## src/rtl/usb_rx_pkg.sv

```systemverilog
// Shared types and constants for the USB receive decoder.
// Line codes are {d_plus, d_minus}.
package usb_rx_pkg;

    localparam int          DATA_W    = 8;
    localparam int          STUFF_LEN = 6;
    localparam logic [7:0]  SYNC_BYTE = 8'h80;

    typedef enum logic [2:0] {
        ST_IDLE,
        ST_SYNC,
        ST_DATA,
        ST_EOP1,
        ST_EOP2,
        ST_ERROR
    } state_t;

    typedef enum logic [1:0] {
        LINE_SE0 = 2'b00,
        LINE_K   = 2'b01,
        LINE_J   = 2'b10,
        LINE_SE1 = 2'b11
    } line_t;

endpackage

```

## src/rtl/usb_nrzi_unstuff.sv

```systemverilog
// NRZI decoder plus bit-unstuffing tracker; flags the stuffed slot and
// a 1 arriving where a stuffed 0 is mandatory.
module usb_nrzi_unstuff
    import usb_rx_pkg::*;
#(
    parameter int STUFF_LEN_P = STUFF_LEN
) (
    input  logic clk,
    input  logic rst,
    input  logic sample_i,
    input  logic start_i,
    input  logic active_i,
    input  logic d_plus_i,
    input  logic d_minus_i,
    output logic decoded_bit_o,
    output logic bit_valid_o,
    output logic stuff_err_o
);

    localparam int CW = $clog2(STUFF_LEN_P + 1);

    logic          prev_line_q;
    logic [CW-1:0] ones_cnt_q;
    logic          se0;
    logic          stuff_slot;

    assign se0           = !d_plus_i && !d_minus_i;
    assign decoded_bit_o = (d_plus_i == prev_line_q);
    assign stuff_slot    = (ones_cnt_q == CW'(STUFF_LEN_P));
    assign bit_valid_o   = !stuff_slot;
    assign stuff_err_o   = stuff_slot && decoded_bit_o;

    always_ff @(posedge clk or posedge rst) begin
        if (rst) begin
            prev_line_q <= 1'b1;
            ones_cnt_q  <= '0;
        end else if (sample_i) begin
            if (!se0)
                prev_line_q <= d_plus_i;
            // The stuffed slot always clears the run, whether it held 0 or 1.
            if (start_i || !active_i || stuff_slot || !decoded_bit_o)
                ones_cnt_q <= '0;
            else
                ones_cnt_q <= ones_cnt_q + 1'b1;
        end
    end

endmodule

```

## src/rtl/usb_rx_decoder.sv

```systemverilog
// USB receive decoder: SYNC check, byte assembly, EOP detection and
// sticky error reporting, driven by the bit timer's sample strobe.
module usb_rx_decoder
    import usb_rx_pkg::*;
#(
    parameter int DATA_W_P = DATA_W
) (
    input  logic                clk,
    input  logic                rst,
    input  logic                d_plus,
    input  logic                d_minus,
    input  logic                data_shift,
    output logic [DATA_W_P-1:0] rcv_data,
    output logic                byte_ready,
    output logic                receiving,
    output logic                eop,
    output logic                rx_error
);

    localparam int BW = $clog2(DATA_W_P);

    state_t              state_q;
    logic [DATA_W_P-1:0] shift_q;
    logic [BW-1:0]       bit_cnt_q;
    logic [DATA_W_P-1:0] rcv_data_q;
    logic                byte_ready_q;
    logic                receiving_q;
    logic                eop_q;
    logic                rx_error_q;
    logic                bad_len_q;
    logic                err_se0_q;

    line_t               line;
    logic                decoded_bit;
    logic                bit_valid;
    logic                stuff_err;
    logic                start;
    logic                active;
    logic                last_bit;
    logic                go_err;
    logic [DATA_W_P-1:0] shift_d;

    assign line     = line_t'({d_plus, d_minus});
    assign start    = data_shift && (state_q == ST_IDLE) && (line == LINE_K);
    assign active   = (state_q == ST_SYNC) || (state_q == ST_DATA);
    assign last_bit = (bit_cnt_q == BW'(DATA_W_P - 1));
    assign shift_d  = {decoded_bit, shift_q[DATA_W_P-1:1]};

    usb_nrzi_unstuff u_nrzi (
        .clk           (clk),
        .rst           (rst),
        .sample_i      (data_shift),
        .start_i       (start),
        .active_i      (active),
        .d_plus_i      (d_plus),
        .d_minus_i     (d_minus),
        .decoded_bit_o (decoded_bit),
        .bit_valid_o   (bit_valid),
        .stuff_err_o   (stuff_err)
    );

    always_comb begin
        go_err = 1'b0;
        if (data_shift) begin
            if (line == LINE_SE1) begin
                go_err = 1'b1;
            end else begin
                case (state_q)
                    ST_SYNC: go_err = (line == LINE_SE0) || stuff_err ||
                                      (bit_valid && last_bit && (shift_d[7:0] != SYNC_BYTE));
                    ST_DATA: go_err = (line != LINE_SE0) && stuff_err;
                    ST_EOP1: go_err = (line != LINE_SE0);
                    ST_EOP2: go_err = (line != LINE_J);
                    default: go_err = 1'b0;
                endcase
            end
        end
    end

    always_ff @(posedge clk or posedge rst) begin
        if (rst) begin
            state_q      <= ST_IDLE;
            shift_q      <= '0;
            bit_cnt_q    <= '0;
            rcv_data_q   <= '0;
            byte_ready_q <= 1'b0;
            receiving_q  <= 1'b0;
            eop_q        <= 1'b0;
            rx_error_q   <= 1'b0;
            bad_len_q    <= 1'b0;
            err_se0_q    <= 1'b0;
        end else begin
            byte_ready_q <= 1'b0;
            eop_q        <= 1'b0;
            if (go_err) begin
                state_q     <= ST_ERROR;
                rx_error_q  <= 1'b1;
                receiving_q <= 1'b1;
                err_se0_q   <= 1'b0;
            end else if (data_shift) begin
                case (state_q)
                    ST_IDLE: if (line == LINE_K) begin
                        state_q     <= ST_SYNC;
                        rx_error_q  <= 1'b0;
                        receiving_q <= 1'b1;
                        bad_len_q   <= 1'b0;
                        shift_q     <= shift_d;
                        bit_cnt_q   <= BW'(1);
                    end
                    ST_SYNC: if (bit_valid) begin
                        shift_q   <= shift_d;
                        bit_cnt_q <= bit_cnt_q + 1'b1;
                        if (last_bit)
                            state_q <= ST_DATA;
                    end
                    ST_DATA: if (line == LINE_SE0) begin
                        state_q   <= ST_EOP1;
                        bad_len_q <= (bit_cnt_q != '0);
                    end else if (bit_valid) begin
                        shift_q   <= shift_d;
                        bit_cnt_q <= bit_cnt_q + 1'b1;
                        if (last_bit) begin
                            rcv_data_q   <= shift_d;
                            byte_ready_q <= 1'b1;
                        end
                    end
                    ST_EOP1: state_q <= ST_EOP2;
                    ST_EOP2: begin
                        state_q     <= ST_IDLE;
                        eop_q       <= 1'b1;
                        receiving_q <= 1'b0;
                        if (bad_len_q)
                            rx_error_q <= 1'b1;
                    end
                    ST_ERROR: begin
                        // Recovery needs an SE0 immediately followed by a J.
                        if (line == LINE_SE0) begin
                            err_se0_q <= 1'b1;
                        end else begin
                            err_se0_q <= 1'b0;
                            if ((line == LINE_J) && err_se0_q) begin
                                state_q     <= ST_IDLE;
                                receiving_q <= 1'b0;
                                bit_cnt_q   <= '0;
                            end
                        end
                    end
                    default: state_q <= ST_IDLE;
                endcase
            end
        end
    end

    assign rcv_data   = rcv_data_q;
    assign byte_ready = byte_ready_q;
    assign receiving  = receiving_q;
    assign eop        = eop_q;
    assign rx_error   = rx_error_q;

endmodule

```

## config.mk

```make
export PLATFORM = sky130hd
export DESIGN_NAME = usb_rx_decoder
export DESIGN_NICKNAME = d
export VERILOG_FILES = /design/src/rtl/usb_rx_pkg.sv /design/src/rtl/usb_nrzi_unstuff.sv /design/src/rtl/usb_rx_decoder.sv
export SDC_FILE = /design/constraint.sdc
export NUM_CORES = 1
export LEC_CHECK = 0
export BUFFER_PORTS_ARGS = -buffer_cell sky130_fd_sc_hd__buf_2
export CORE_MARGIN = 8
export CORE_UTILIZATION = 50
export DETAILED_ROUTE_END_ITERATION = 8
export PLACE_DENSITY = 0.77
export SYNTH_ARGS = -nofsm -noshare
export SYNTH_HDL_FRONTEND = slang
export SYNTH_HIERARCHICAL = 1
export SYNTH_SLANG_ARGS = --single-unit
```

## constraint.sdc

```tcl
create_clock -name clk -period 3.1 [get_ports clk]
set_input_delay 0.155 -clock clk [delete_from_list [all_inputs] [get_ports clk]]
set_output_delay 0.155 -clock clk [all_outputs]
set_load 0.05 [all_outputs]
```

======== After elaboration in Yosys (flattened, before gate mapping) ========
Index checks and enable logic that the tools add are counted.
operators by class
  add/sub/neg operators ................... 2
  equality and inequality tests ........... 25
  multiplexer cells ....................... 46
  bitwise logic cells ..................... 4
  reductions and logical operators ........ 39
operators with widths
  cell                                                              count
  3-bit two-way mux                                                 11
  1-bit two-way mux                                                 25
  8-bit two-way mux                                                 3
  8-bit one-hot mux with 3 select lines                             1
  3-bit != test (second input constant)                             5
  3-bit one-hot mux with 5 select lines                             1
  5-bit AND reduction                                               3
  7-bit AND reduction                                               2
  3-bit == test (second input constant)                             4
  3-bit one-hot mux with 4 select lines                             1
  3-bit nonzero test                                                3
  1-bit logical AND                                                 8
  2-bit != test (second input constant)                             4
  8-bit != test (second input constant)                             1
  2-bit nonzero test                                                4
  4-bit nonzero test                                                2
  3-bit by 1-bit adder with 3-bit output (second input constant)    2
  3-bit by 2-bit == test with 1-bit output (second input constant)  2
  1-bit logical OR                                                  6
  3-bit by 2-bit != test with 1-bit output (second input constant)  2
  6-bit AND reduction                                               1
  1-bit zero test                                                   5
  2-bit == test (second input constant)                             2
  2-bit by 1-bit != test with 1-bit output (second input constant)  2
  other kinds (11)                                                  16
storage, ports and cells
  flip-flop bits (word level) ............. 32
  bits of input ports ..................... 5
  output and inout bits ................... 12
  logic and storage cells ................. 128

======== Logic depth before layout (Yosys ltp) ========
Gate-level depths: netlist of the first run.
  word-level depth ........................ 10
  gate-level depth with buffers ........... 10
  mapped depth without buffers ............ 9

======== Cells and area by module ========
Netlist of the first run, hierarchy kept.
modules (own cells, without submodules)
  module            times used  cells an instance  area an instance (µm²)  seq. area each (µm²)
  usb_rx_decoder    1           141                1575.3                  675.6
  usb_nrzi_unstuff  1           26                 247.7                   101.3

======== Worst setup path after synthesis of the first run ========
No wires, ideal clock.
  path type ............................... register to register
  start ................................... register u_nrzi.prev_line_q
  end ..................................... register shift_q[1]
  setup time .............................. 0.125 ns
  arrival time ............................ 2.103 ns
  data required time ...................... 2.975 ns
  path slack .............................. 0.872 ns
  cell stages (with the launch flop) ...... 8
  buffers on the path ..................... 1
  period minus slack after synthesis ...... 2.228 ns
  cell sequence ........................... dfstp_2 -> xnor2_2 -> or4b_1 -> o2111ai_2 -> and2_4 -> and3_4 -> buf_12 -> mux2_4
on the way
  word-level cells in the longest chain between the ends .. 9
  elaborated cells on any way between the ends .. 12
  those cells by class .................... eq/ne: 2; mux: 3; bitwise: 1; reduce/logical: 6
RTL lines
  item                                                   line                                          text
  start, declared                                        usb_nrzi_unstuff.sv:22                        logic prev_line_q;
  start signal, assigned                                 usb_nrzi_unstuff.sv:39                        prev_line_q <= d_plus_i;
  1-bit == test (*)                                      usb_nrzi_unstuff.sv:28                        assign decoded_bit_o = (d_plus_i == prev_line_q);
  net decoded_bit                                        usb_rx_decoder.sv:34                          logic decoded_bit;
  8-bit != test or 1-bit logical AND (tied branches)     usb_rx_decoder.sv:70, usb_nrzi_unstuff.sv:31
  1-bit logical AND or 1-bit logical OR (tied branches)  usb_rx_decoder.sv:70, usb_rx_decoder.sv:69
  1-bit logical OR                                       usb_rx_decoder.sv:69                          ST_SYNC: go_err = (line == LINE_SE0) || stuff_err ||
  1-bit one-hot mux with 4 select lines (*)              usb_rx_decoder.sv:68                          case (state_q)
  1-bit two-way mux (*)                                  usb_rx_decoder.sv:65                          if (line == LINE_SE1) begin
  1-bit two-way mux (*)                                  usb_rx_decoder.sv:64                          if (data_shift) begin
  1-bit NOT (no source line) (*)                         -
  5-bit AND reduction (no source line) (*)               -
  end signal, assigned                                   usb_rx_decoder.sv:107                         shift_q <= shift_d;
  end signal, assigned                                   usb_rx_decoder.sv:111                         shift_q <= shift_d;
  end signal, assigned                                   usb_rx_decoder.sv:120                         shift_q <= shift_d;
  end, declared                                          usb_rx_decoder.sv:23                          logic [DATA_W_P-1:0] shift_q;
The timed path passes the listed nets; every way through them passes the cells marked *.
A chain may end at the register's enable or synchronous reset.

======== Worst setup path after layout of the first run ========
  start ................................... register u_nrzi.ones_cnt_q[0]
  end ..................................... register rcv_data_q[0], in the netlist rcv_data[0]
on the way
  word-level cells in the longest chain between the ends .. 10
  elaborated cells on any way between the ends .. 14
  those cells by class .................... eq/ne: 1; mux: 3; bitwise: 2; reduce/logical: 8
RTL lines
  item                                   line                    text
  start, declared                        usb_nrzi_unstuff.sv:23  logic [CW-1:0] ones_cnt_q;
  start signal, assigned                 usb_nrzi_unstuff.sv:44  ones_cnt_q <= ones_cnt_q + 1'b1;
  3-bit == test                          usb_nrzi_unstuff.sv:29  assign stuff_slot = (ones_cnt_q == CW'(STUFF_LEN_P));
  1-bit zero test                        usb_nrzi_unstuff.sv:30  assign bit_valid_o = !stuff_slot;
  net bit_valid                          usb_rx_decoder.sv:35    logic bit_valid;
  1-bit logical AND (2 in series)        usb_rx_decoder.sv:70    (bit_valid && last_bit && (shift_d[7:0] != SYNC_BYTE));
  1-bit logical OR                       usb_rx_decoder.sv:69
  1-bit one-hot mux with 4 select lines  usb_rx_decoder.sv:68
  1-bit two-way mux                      usb_rx_decoder.sv:65
  1-bit two-way mux                      usb_rx_decoder.sv:64
  1-bit NOT (no source line)             -
  6-bit AND reduction (no source line)   -
  end signal, assigned                   usb_rx_decoder.sv:123   rcv_data_q <= shift_d;
  end, declared                          usb_rx_decoder.sv:25    logic [DATA_W_P-1:0] rcv_data_q;
The timed path passes the listed nets, and every way through them passes these cells.

==> impl_metrics.tcl, run 1 <==
set metrics [dict create \
    r2r_slack_ns 0.53 \
    maximum_number_of_pins_on_one_net_before_global_route_repair 28 \
    finalNonFillerCells 233 \
    reg2reg_to "rcv_data[0]$_DFFE_PP0P_" \
    antenna_found_initial 0 \
    clock_insertion_delay_worst_skew_ns 0.32 \
    simple_logic_cell_fraction_of_the_synthesized_area_pct 17.4 \
    cp_max_fo 9 \
    synthesis.area_um2 1820 \
    setup.worst_path.class "reg -> reg" \
    final_core_utilization_pct 56.2 \
    floorplan.initialDensity_pct 50.9 \
    drv.max_cap_violation_count 0 \
    clock_pin_slew_of_the_registers_on_the_worst_case_setup_and_hold_paths_ns 0.10 \
    hold_violations 0 \
    grt_first_pass_wirelength_um 6500 \
    dieWidth_um 76.4 \
    drt_drc_violations_left 0 \
    tritoncts_clock_tree "built" \
    design.core.area_um2 3580 \
    synth_xor_xnor_area_share_pct 0.892 \
    synth_adder_area_share_pct 3.43 \
    ys_dominant_reg_cell "sky130_fd_sc_hd__dfrtp_1" \
    finish.net_count 194 \
    fp.dieArea_um2 5830 \
    yosysWarningCount 6 \
    synthArstFlopShare_pct 100 \
    critical_path.endpoint_type "flop" \
    cts_max_path_buffers 2 \
    hold-path-endpoint "u_nrzi/ones_cnt_q[0]$_DFFE_PP0P_" \
    relative_slew_slack_pct 31.2 \
    most_frequent_cells_in_the_layout "30 x sky130_fd_sc_hd__dfrtp_1, 17 x sky130_fd_sc_hd__nand2_1, 16 x sky130_fd_sc_hd__buf_2, 12 x sky130_fd_sc_hd__inv_1, 10 x sky130_fd_sc_hd__o21ai_0" \
    diodes 0 \
    leakage_nw 0.956 \
    clock_tree.htree_level_count 2 \
    start_kind "flop" \
    compound_gate_portion_of_the_synthesized_area_pct 17.6 \
    report.final.slew_viol_count 0 \
    ir_worst_vdd_mv 0.357 \
    post_cts.resized_instances 0 \
    worstHoldPathCells 3 \
    drtAntennaViolNets 0 \
    total_length_of_routed_wires_um 3840 \
    die_h_um 76.4 \
    ys_ff_latch 31 \
    run_status "finished clean" \
    synthesized_area_per_cell_um2 10.9 \
    synth_top_family_by_area "compound AO/OA/AOI/OAI gates" \
    unrepaired_setup_endpoints_after_global_routing "false" \
    place.gp.congestion 0.913 \
    rr_startpoint "u_nrzi/ones_cnt_q[0]$_DFFE_PP0P_" \
    proportion_of_layout_cells_with_a_drive_suffix_above_1_pct 27.6 \
    power.total_w 0.00161 \
    grt_pass1_vias 1390 \
    cts_root_buffer "sky130_fd_sc_hd__clkbuf_4" \
    critical_path_required_ns 3.31 \
    area_growth_pct 10.4 \
    synth_enable_flop_cells 0 \
    std_cell_rows 22 \
    boundary_pins 17 \
    vias_after_detailed_routing 1350 \
    worstRegToRegCells 8 \
    placement.io_buffers 16 \
    timing.final.setup_violations 0 \
    min_period_over_period_pct 82.8 \
    worst-endpoint-arrival_ns 2.78 \
    first_iter_violations 69 \
    first_pass_iters 4 \
    dp.cells 224 \
    tightest_slew_ns 1.03 \
    fillerInstances 322 \
    grt.total_usage_pct 13.4 \
    final.setup_skew_ns 0.00874 \
    min-delay-path-class "in -> reg" \
    tritoncts_num_sinks 31 \
    synthesis.instances 167 \
    globalRoute.totalOverflow 0 \
    avgRoutedWirePerCell_um 16.5 \
    fmax_mhz 390 \
    syn-num-nets 177 \
    average_vias_per_placed_instance 5.79 \
    hold_path_startpoint "data_shift" \
    power.density_cell_area_nw_per_um2 800 \
    netlist_cell_types 55 \
    numCtsBuffers 5 \
    synth_sequential_area_ratio_pct 42.6 \
    finalWorstPathRequiredPeriod_ns 2.57 \
    setup-tns-final_ns 0 \
    hpwlAfterDp_um 2790 \
    synth.area.mux_share_pct 12.9 \
    leading_cell_type_in_the_layout_fill_and_taps_excluded "sky130_fd_sc_hd__dfrtp_1" \
]
synthesized netlist by cell type, types with 2 or more instances:
cell type	instances	share of area, %
sky130_fd_sc_hd__nand2b_1	7	2.4
sky130_fd_sc_hd__nor2_1	7	1.4
sky130_fd_sc_hd__nand4_1	2	0.69
sky130_fd_sc_hd__mux2i_1	4	2.2
sky130_fd_sc_hd__o21ai_0	10	2.7
sky130_fd_sc_hd__nor3_1	2	0.55
sky130_fd_sc_hd__and3b_1	2	0.96
sky130_fd_sc_hd__nand2_1	17	3.5
sky130_fd_sc_hd__inv_1	12	2.5
sky130_fd_sc_hd__ha_1	5	3.4
sky130_fd_sc_hd__nor2b_1	3	1.0
sky130_fd_sc_hd__a21oi_1	4	1.1
sky130_fd_sc_hd__mux2_1	2	1.2
sky130_fd_sc_hd__clkbuf_1	4	0.82
sky130_fd_sc_hd__o22ai_1	2	0.69
sky130_fd_sc_hd__o21bai_1	2	0.82
sky130_fd_sc_hd__dfrtp_1	30	41
sky130_fd_sc_hd__mux2_4	7	5.8
sky130_fd_sc_hd__nand3_1	2	0.55
sky130_fd_sc_hd__mux2_2	6	3.7
sky130_fd_sc_hd__o2111ai_1	3	1.4
state kept, by name, summed over array words and instances (netlist names):
| signal | count |
|---|---|
| u_nrzi/prev_line_q | 1 |
| eop | 1 |
| bit_cnt_q | 3 |
| shift_q | 7 |
| receiving | 1 |
| byte_ready | 1 |
| u_nrzi/ones_cnt_q | 3 |
| err_se0_q | 1 |
| rx_error | 1 |
| rcv_data | 8 |
| bad_len_q | 1 |
| state_q | 3 |
where the power goes:
group | switching, W | internal (W) | leakage (nW)
registers | 0.000152 | 0.000510 | 0.399
clock network | 0.000138 | 0.000190 | 0.0482
logic | 0.000332 | 0.000288 | 0.508
how the worst max path moves through the flow:
stage                                          to                             start  slack, ns  depth (start not counted)
after floorplan            shift_q[1]$_DFFE_PP0P_    u_nrzi/prev_line_q$_DFFE_PP1P_       0.87                          7
after global placement    rcv_data[7]$_DFFE_PP0P_  u_nrzi/ones_cnt_q[0]$_DFFE_PP0P_       0.63                          8
after detailed placement  rcv_data[0]$_DFFE_PP0P_  u_nrzi/ones_cnt_q[0]$_DFFE_PP0P_       0.57                          8
after CTS                 rcv_data[0]$_DFFE_PP0P_  u_nrzi/ones_cnt_q[0]$_DFFE_PP0P_       0.54                          8
after global routing      rcv_data[4]$_DFFE_PP0P_  u_nrzi/ones_cnt_q[0]$_DFFE_PP0P_       0.37                          8
final                     rcv_data[0]$_DFFE_PP0P_  u_nrzi/ones_cnt_q[0]$_DFFE_PP0P_       0.53                          8
routing by layer:
layer | GRT usage, % | part of all wire (%) | up-vias
met1 | 16.0 | 44 | 664
met5 | 0 | 0 | -
met4 | 5.38 | 1.5 | 0
met2 | 21.7 | 50 | 42
met3 | 4.25 | 5.2 | 9
li1 | - | - | 635
worst max-delay path, cell delays in order (launching register included):
cell and delay [ns]:
sky130_fd_sc_hd__dfrtp_1 0.39, sky130_fd_sc_hd__inv_1 0.08, sky130_fd_sc_hd__ha_1 0.22, sky130_fd_sc_hd__nand2_1 0.21, sky130_fd_sc_hd__nor2b_1 0.13, sky130_fd_sc_hd__nor2_1 0.23, sky130_fd_sc_hd__o311ai_4 0.17, sky130_fd_sc_hd__nor4_4 0.62
sky130_fd_sc_hd__mux2_2 0.41
metrics by stage:
stage | hold WS, ns | instance area [um^2] | worst slack (ns)
floorplan | -0.0796 | 1820 | 0.872
global placement | 0.0449 | 1920 | 0.631
finish | 0.226 | 2010 | 0.534
CTS | 0.212 | 2010 | 0.540
detailed placement | 0.0527 | 1920 | 0.569
global route | 0.220 | 2010 | 0.369
final cells by class:
| cell class | instances | area [um^2] | share of cell area, % |
|---|---|---|---|
| tap | 48 | 60.1 | 2.99 |
| inverter | 12 | 45.0 | 2.24 |
| timing repair buffer | 17 | 90.1 | 4.48 |
| clock inverter | 2 | 35.0 | 1.74 |
| clock buffer | 6 | 51.3 | 2.55 |
| sequential | 31 | 777 | 38.6 |
| multi-input combinational | 117 | 953 | 47.4 |
cell families after synthesis:
kind of cell               Yosys count
AOI/OAI and AO/OA                   39
xor gates and xnor gates             1
adders and majority gates            5
buffers and inverters               19
DFF                                 31
muxes                               19
and+or+nand+nor                     53
what timing repair did:
action,in CTS,in global routing
endpoints found under the hold margin,4,0
setup buffers,0,0
setup endpoints to repair,0,0
hold buffers,1,0
(Power assumes the default switching activity.)
==> run 2: changes to the inputs <==
- PLACE_DENSITY: 0.77 -> 0.8
- clock period: 3.1 -> 2.1 ns (I/O delays scaled with it)
==> impl_metrics.tcl, run 2 (synthesized netlist as in run 1, its figures left out) <==
set metrics [dict create \
    hpwlAfterDp_um 3040 \
    finish.instance_area_um2 2300 \
    post-route-worst-setup-slack_ns -0.133 \
    average_vias_per_placed_instance 5.65 \
    ir_worst_vdd_mv 0.581 \
    grt.total_usage_pct 13.9 \
    final.setup_skew_ns 0.0107 \
    crit_family "simple AND/OR/NAND/NOR gates" \
    layout.area.seq_um2 777 \
    setup.worst_path.class "reg -> reg" \
    maximum_number_of_pins_on_one_net_before_global_route_repair 28 \
    relative_slew_slack_pct 69.1 \
    diodes 0 \
    tritoncts_num_sinks 31 \
    fp.dieArea_um2 5830 \
    timing.final.setup_violations 11 \
    worst-endpoint-arrival_ns 2.47 \
    crit_path_top_delay_cell "sky130_fd_sc_hd__dfstp_2" \
    finish.net_count 223 \
    cp_slowest_stage_delay_ns 0.57 \
    finalWorstPathRequiredPeriod_ns 2.23 \
    drv.max_cap_violation_count 0 \
    hold_violations 0 \
    leakage_nw 1.11 \
    critical_path_required_ns 2.34 \
    first_pass_iters 4 \
    design.core.area_um2 3580 \
    unrepaired_setup_endpoints_after_global_routing "true" \
    tritoncts_clock_tree "built" \
    flip_flop_count_of_the_largest_register_after_layout 8 \
    area_growth_pct 25.9 \
    place.gp.congestion 0.934 \
    dieWidth_um 76.4 \
    std_cell_rows 22 \
    critical_path.endpoint_type "flop" \
    critical_path.n_buffers_inverters 0 \
    start_kind "flop" \
    power.density_cell_area_nw_per_um2 1160 \
    dpl-instance-area_um2 2100 \
    most_frequent_cells_in_the_layout "30 x sky130_fd_sc_hd__dfrtp_1, 27 x sky130_fd_sc_hd__buf_4, 16 x sky130_fd_sc_hd__nand2_1, 16 x sky130_fd_sc_hd__buf_2, 14 x sky130_fd_sc_hd__mux2_4" \
    min-delay-path-class "in -> reg" \
    cp_max_fo 7 \
    clock_tree.htree_level_count 2 \
    antenna_found_initial 0 \
    fillerInstances 295 \
    clock_pin_slew_of_the_registers_on_the_worst_case_setup_and_hold_paths_ns 0.10 \
    drt_drc_violations_left 0 \
    path_cells "xnor2_2 -> or4b_4 -> o2111ai_4 -> and2_4 -> and3_4 -> mux2_4" \
    run_status "finished, violations left" \
    min_period_over_period_pct 106 \
    clock_insertion_delay_worst_skew_ns 0.34 \
    total_length_of_routed_wires_um 4070 \
    first_iter_violations 60 \
    tightest_slew_ns 0.461 \
    report.final.slew_viol_count 0 \
    leading_cell_type_in_the_layout_fill_and_taps_excluded "sky130_fd_sc_hd__dfrtp_1" \
    drtAntennaViolNets 0 \
    violations "negative setup slack" \
    die_h_um 76.4 \
    proportion_of_layout_cells_with_a_drive_suffix_above_1_pct 39.7 \
    multi_input_area_um2 1010 \
    cts_max_path_buffers 2 \
    grt_first_pass_wirelength_um 6760 \
    numCtsBuffers 5 \
    worst_setup_slack_post_dpl_ns -0.145 \
    boundary_pins 17 \
    floorplan.initialDensity_pct 50.9 \
    grt_pass1_vias 1440 \
    avgRoutedWirePerCell_um 15.5 \
    placement.io_buffers 16 \
    cts_root_buffer "sky130_fd_sc_hd__clkbuf_4" \
    vias_after_detailed_routing 1479 \
    globalRoute.totalOverflow 0 \
    fmax_mhz 448 \
]
run 2: cell count changes in the layout (fill, tap and decap cells not counted), moves of 2 or more:
cell                     delta
sky130_fd_sc_hd__mux2_4     +7
sky130_fd_sc_hd__mux2_2     -6
sky130_fd_sc_hd__buf_6      +2
sky130_fd_sc_hd__buf_4     +27
run 2: final cells by class:
class | count | share of cell area [%]
tap | 48 | 2.62
sequential | 31 | 33.8
clock inverter | 2 | 1.53
multi-input combinational | 117 | 44.1
clock buffer | 6 | 2.23
inverter | 12 | 1.96
timing repair buffer | 46 | 13.7
run 2: stage by stage:
| step | cells | power [W] | util (%) | TNS [ns] | hold slack [ns] |
|---|---|---|---|---|---|
| 2_1_floorplan | 167 | 0.00172 | - | -0.897 | -0.130 |
| 3_3_place_gp | 249 | 0.00206 | 58.8 | -1.10 | -0.00644 |
| 3_5_place_dp | 249 | 0.00210 | 58.8 | -1.56 | 0.00000352 |
| 4_1_cts | 261 | 0.00265 | 62.9 | -1.21 | 0.123 |
| 5_1_grt | 262 | 0.00284 | 64.2 | -2.36 | 0.162 |
| 6_report | 262 | 0.00267 | 64.2 | -1.15 | 0.135 |
run 2: what timing repair did:
item,in CTS,in global routing
setup endpoints to repair,18,19
gates resized for setup,8,8
endpoints found under the hold margin,31,0
hold buffers,1,0
pin swaps,2,1
setup buffers,3,1
run 2: worst paths after layout:
kind / from / to / slack, ns / cells after the start
min reg2reg: rcv_data[5]$_DFFE_PP0P_ / rcv_data[5]$_DFFE_PP0P_ / 0.50 / 1
max: u_nrzi/prev_line_q$_DFFE_PP1P_ / shift_q[5]$_DFFE_PP0P_ / -0.13 / 6
min in group asynchronous: rst / u_nrzi/ones_cnt_q[0]$_DFFE_PP0P_ / 0.18 / 3
max reg2reg: u_nrzi/prev_line_q$_DFFE_PP1P_ / shift_q[5]$_DFFE_PP0P_ / -0.13 / 6
min: data_shift / u_nrzi/ones_cnt_q[0]$_DFFE_PP0P_ / 0.14 / 3
max in group asynchronous: rst / receiving$_DFFE_PP0P_ / 1.46 / 4
run 2: worst min-delay path: stages:
cell and delay, ns:
sky130_fd_sc_hd__buf_2 0.20, sky130_fd_sc_hd__nand2_1 0.09, sky130_fd_sc_hd__o21ai_1 0.05
run 2: metal layers:
metal / vias up / wire [um] / track usage (%)
li1: 694 / - / -
met1: 713 / 1760 / 17.3
met2: 59 / 1900 / 21.7
met3: 13 / 311 / 4.60
met4: 0 / 99 / 5.19
met5: - / 0 / 0
run 2: power breakdown:
| group | switching (W) | internal [W] |
|---|---|---|
| clock | 0.000213 | 0.000281 |
| combinational | 0.000676 | 0.000637 |
| sequential | 0.000106 | 0.000754 |
| total | 0.000995 | 0.00167 |
